$ cat src/rtl/sxp_dpmem_if.sv
// Port bundle for the SXP dual-port RAM.
// The master side drives addresses, enables and write data; the slave side (the RAM) returns read data.
interface sxp_dpmem_if #(
    parameter int WIDTH = 32
);
    logic [31:0]      addra;
    logic [31:0]      addrb;
    logic             wea;
    logic             web;
    logic             oea;
    logic             oeb;
    logic [WIDTH-1:0] da;
    logic [WIDTH-1:0] db;
    logic [WIDTH-1:0] qa;
    logic [WIDTH-1:0] qb;

    modport master (
        output addra, addrb, wea, web, oea, oeb, da, db,
        input  qa, qb
    );

    modport slave (
        input  addra, addrb, wea, web, oea, oeb, da, db,
        output qa, qb
    );
endinterface

$ cat src/rtl/sxp_dpmem.sv
// Synchronous true dual-port RAM shared by the SXP fetch path and scratch-pad.
// One array, two read-before-write ports, registered outputs; port B wins a same-index write collision.
module sxp_dpmem #(
    parameter int WIDTH = 32,
    parameter int SIZE  = 64
) (
    input  logic       clk,
    input  logic       reset_b,
    sxp_dpmem_if.slave bus
);
    localparam int AW = $clog2(SIZE);

    logic [WIDTH-1:0] mem [0:SIZE-1];

    logic [AW-1:0]    idx_a;
    logic [AW-1:0]    idx_b;
    logic [WIDTH-1:0] qa_d, qa_q;
    logic [WIDTH-1:0] qb_d, qb_q;
    logic             unused_addr_hi;

    // Upper address bits are dropped, so addresses wrap modulo SIZE.
    assign idx_a          = bus.addra[AW-1:0];
    assign idx_b          = bus.addrb[AW-1:0];
    assign unused_addr_hi = ^{bus.addra[31:AW], bus.addrb[31:AW]};

    always_comb begin
        qa_d = qa_q;
        qb_d = qb_q;
        if (bus.oea) begin
            qa_d = mem[idx_a];
        end
        if (bus.oeb) begin
            qb_d = mem[idx_b];
        end
    end

    // The array shares the reset branch only so writes are suppressed while reset_b is low;
    // its contents are never cleared.
    always_ff @(posedge clk or negedge reset_b) begin
        if (!reset_b) begin
            qa_q <= '0;
            qb_q <= '0;
        end else begin
            qa_q <= qa_d;
            qb_q <= qb_d;
            if (bus.wea) begin
                mem[idx_a] <= bus.da;
            end
            if (bus.web) begin
                mem[idx_b] <= bus.db;
            end
        end
    end

    assign bus.qa = qa_q;
    assign bus.qb = qb_q;

`ifndef SYNTHESIS
    task automatic mem_display();
        for (int i = 0; i < SIZE; i++) begin
            $display("mem[%0d] = %h", i, mem[i]);
        end
    endtask
`endif

endmodule

$ cat src/flat_wrapper.sv
// flat-port wrapper written by rule: the top's interface ports become plain ports
module sxp_dpmem_flat 
#(
    parameter int WIDTH = 32,
    parameter int SIZE  = 64
)
  (clk, reset_b, bus_addra, bus_addrb, bus_wea, bus_web, bus_oea, bus_oeb, bus_da, bus_db, bus_qa, bus_qb);
  sxp_dpmem_if #(.WIDTH(WIDTH)) bus_i ();
  input  logic clk;
  input  logic reset_b;
  input wire logic [$bits(bus_i.addra)-1:0] bus_addra;
  input wire logic [$bits(bus_i.addrb)-1:0] bus_addrb;
  input wire logic [$bits(bus_i.wea)-1:0] bus_wea;
  input wire logic [$bits(bus_i.web)-1:0] bus_web;
  input wire logic [$bits(bus_i.oea)-1:0] bus_oea;
  input wire logic [$bits(bus_i.oeb)-1:0] bus_oeb;
  input wire logic [$bits(bus_i.da)-1:0] bus_da;
  input wire logic [$bits(bus_i.db)-1:0] bus_db;
  output wire logic [$bits(bus_i.qa)-1:0] bus_qa;
  output wire logic [$bits(bus_i.qb)-1:0] bus_qb;
  assign bus_i.addra = bus_addra;
  assign bus_i.addrb = bus_addrb;
  assign bus_i.wea = bus_wea;
  assign bus_i.web = bus_web;
  assign bus_i.oea = bus_oea;
  assign bus_i.oeb = bus_oeb;
  assign bus_i.da = bus_da;
  assign bus_i.db = bus_db;
  assign bus_qa = bus_i.qa;
  assign bus_qb = bus_i.qb;
  sxp_dpmem #(.WIDTH(WIDTH), .SIZE(SIZE)) u_core (.clk(clk), .reset_b(reset_b), .bus(bus_i));
endmodule
$ cat config.mk
export PLATFORM = sky130hd
export DESIGN_NAME = sxp_dpmem_flat
export DESIGN_NICKNAME = d
export VERILOG_FILES = /design/src/rtl/sxp_dpmem_if.sv /design/src/rtl/sxp_dpmem.sv /design/src/flat_wrapper.sv
export SDC_FILE = /design/constraint.sdc
export NUM_CORES = 2
export LEC_CHECK = 0
export BUFFER_PORTS_ARGS = -buffer_cell sky130_fd_sc_hd__buf_2
export CAP_MARGIN = 40
export CELL_PAD_IN_SITES_DETAIL_PLACEMENT = 2
export CELL_PAD_IN_SITES_GLOBAL_PLACEMENT = 2
export CORE_ASPECT_RATIO = 0.75
export CORE_MARGIN = 4
export CORE_UTILIZATION = 39
export DETAILED_ROUTE_END_ITERATION = 8
export PLACE_DENSITY_LB_ADDON = 0.1
export SLEW_MARGIN = 20
export SYNTH_ARGS = -nofsm -noshare
export SYNTH_HDL_FRONTEND = slang
export SYNTH_SLANG_ARGS = --single-unit
$ cat constraint.sdc
create_clock -name clk -period 2.9 [get_ports clk]
set_clock_uncertainty 0.2 [all_clocks]
set_input_delay 0.145 -clock clk [delete_from_list [all_inputs] [get_ports clk]]
set_output_delay 0.145 -clock clk [all_outputs]
set_load 0.01 [all_outputs]
==> reports/results.txt <==
failing checks = design-rule violations, negative hold slack, negative setup slack
Fin Setup TNS = -0.464 ns
Clk pin slew, worst setup/hold paths = 0.06 ns
CP Data Required Time = 3.55 ns
Clock Latency Late Sink = 0.98 ns
worst r2r src = u_core.mem[39][8]
clock sinks = 2112
Initial Utilization = 39.3%
initial antenna violation count = 97
Seq cells post-synth = 2112
endpoint class of the critical path = register
Final Cycle Share = 104%
TritonCTS clock tree = done
final wirelength = 815000 µm
Max Freq = 333 MHz
placed wire-length estimate = 551000 µm
post-route ant nets = 0
vias in the first global route = 107000
outcome = finished, violations left
most frequent cells in the layout = 2297 x mux2_2, 2048 x edfxtp_1, 1011 x buf_4, 581 x a221oi_1, 577 x buf_12
GR Layer Usage met3 = 16.8%
final setup margin = -0.105 ns
hold depth = 3
row count = 178
synthesized netlist cell count = 9186
final RePlAce weighted congestion = 0.999
fin. max-slew vios = 0
busiest grt layer = met2
synthesized netlist net count = 9320
share of cells above drive strength 1 = 47.3%
H-tree depth = 4
MaxCap Viol Count = 0
Core Area = 0.314 mm²
Netlist cell types = 68
Worst Path Class, Setup = input pin to register
Worst EP arrival = 3.66 ns
post-layout min period = 3.00 ns
Slew @ Worst Pin = 0.967 ns
Mean Syn Cell Area = 13.4 µm²
DIE AREA = 0.326 mm²
DR vias = 112000
I/O pin count = 198
Synth Flop Type = edfxtp_1
dominant cells by area after synthesis = edfxtp_1 50%, mux2_2 21%, mux4_2 4.1%
Worst Path Max Fanout = 16
Final setup viols = 9
gr ovfl total = 0
Synth area leader = edfxtp_1
Max clock buf depth = 4
total power divided by cell area = 518 mW/mm²
Power, Total = 79900 µW
number of synthesized flops with an enable pin = 2048
fin nets = 10200
capture point of the worst reg-to-reg path = u_core.bus.qb[8]
HP Start = bus_da[10]
sequential-to-total area share from yosys stat = 51.1%
Relative slew margins = 35.4%
Worst VDD drop = 0.518 mV
port bufs = 145
GR Util All Layers = 48.5%
Hold/Removal Path Class = input pin to register
P_leak = 0.0517 µW
Worst setup SP type = input pin
Area after DPL = 0.145 mm²
RSZ-0062 raised after global routing = false
mapped cell area = 0.123 mm²
DRT iter0 DRCs = 22800
# DRC = 15
path depth of the worst reg2reg path = 6
first-pass GRT wire length = 1060000 µm
GR Layer Usage met2 = 65.8%
Hold Vio Cnt, Final = 1
post-route design area = 0.154 mm²
met1 Use GR = 63.3%
Wirelength per Cell = 56.1 µm
fraction of registers with async set/reset = 3.03%
pin count of the biggest net entering global routing = 65
most common cell after layout, fill and taps aside = mux2_2
hold_ws = -0.00187 ns
die width = 658 µm
reg2reg setup slack = -0.01 ns
die height = 495 µm
mean number of vias per cell = 7.70
Hold Path End = u_core.mem[13][10]
Synth-to-Final Area Change = 25.0%
Pre-antenna DRT Iters = 9
Synth Warn # = 0
Root Driver = clkbuf_16
Num CTS Buffers = 240
Synth top area share = 49.8%
## cells by family after synthesis
logic type	share of synthesized area (%)
AO/OA/AOI/OAI	12.5
buffers and inverters	4.52
multiplexers	29.3
AND/OR/NAND/NOR	2.49
flip-flops	51.1
## where the power goes
part / switching [µW] / internal [µW]
registers: 526 / 33800
clock network: 14300 / 18100
logic: 8300 / 4810
## stage by stage
stage               utilization (%)  instances  setup WS, ns
finish                         49.1      14500        -0.105
global route                   49.0      14500        0.0143
CTS                            48.9      14400        0.0338
global placement               45.9      13800         -1.15
floorplan                         -       9186        -0.743
detailed placement             46.1      13900        -0.527
## cell type report
class / count / area, µm²
fill: 29200 / 160000
tap: 4230 / 5290
timing repair buffer: 1847 / 21200
inverter: 9 / 66.3
antenna: 91 / 228
sequential: 2112 / 63100
clock inverter: 137 / 1440
multi-input combinational: 5807 / 56500
clock buffer: 306 / 6380
## Yosys cell counts (8+ instances only)
| master | n |
|---|---|
| mux2_2 | 2297 |
| a21oi_1 | 193 |
| buf_2 | 418 |
| a211oi_1 | 13 |
| o2bb2ai_1 | 60 |
| o211ai_1 | 34 |
| and3_1 | 8 |
| o22ai_1 | 251 |
| a22oi_1 | 274 |
| and2_1 | 10 |
| buf_4 | 71 |
| nand2b_1 | 15 |
| nor2_1 | 355 |
| a221o_1 | 84 |
| mux2i_1 | 431 |
| clkbuf_1 | 653 |
| buf_1 | 112 |
| mux2_1 | 84 |
| nand3_1 | 23 |
| nand2_1 | 239 |
| edfxtp_1 | 2048 |
| mux4_2 | 226 |
| dfrtp_1 | 64 |
| o22a_1 | 37 |
| nor3_1 | 13 |
| o21ai_0 | 218 |
| nor2b_1 | 17 |
| a22o_1 | 83 |
| a221oi_1 | 581 |
| a222oi_1 | 20 |
| o221ai_1 | 61 |
| o2111ai_1 | 13 |
| a41oi_1 | 16 |
| o32a_1 | 31 |
| nor2_2 | 10 |
| a31oi_1 | 25 |
## layer usage
layer  vias to the layer above  routed length (µm)
met4                        38               75100
met1                     58800              304000
met3                      2909              114000
li1                      39000                   -
met2                     11300              322000
met5                         -                 393
## critical path, cell delays in order
cell	delay, ns
buf_8	0.26
dlygate4sd3_1	0.87
buf_4	0.43
buf_4	0.26
mux2i_1	0.21
o22ai_1	0.10
o21ai_0	0.67
o221ai_1	0.29
o32a_1	0.40
## how the worst max path moves through the flow
stage	start	endpoint	slack (ns)
final	bus_addrb[2]	u_core.bus.qb[25]	-0.10
after global routing	bus_addra[1]	u_core.bus.qa[14]	0.01
after CTS	u_core.mem[39][8]	u_core.bus.qb[8]	0.03
after detailed placement	bus_addrb[1]	u_core.bus.qb[23]	-0.53
after global placement	bus_addrb[1]	u_core.bus.qb[9]	-1.15
after floorplan	bus_addra[1]	u_core.mem[60][0]	-0.74
## what timing repair did
item	4_1_cts	5_1_grt
hold buffers	105	0
endpoints found under the setup margin	1	6
hold endpoints to repair	1740	0
pin swaps	0	3
gates cloned	0	0
gates resized for setup	1	4
setup buffers	0	13
## registers in the layout, indices dropped and copies added (netlist names)
| signal | count |
|---|---|
| u_core.bus.qa | 32 |
| u_core.mem | 2048 |
| u_core.bus.qb | 32 |
No activity file was read; power rests on OpenSTA's default activity.
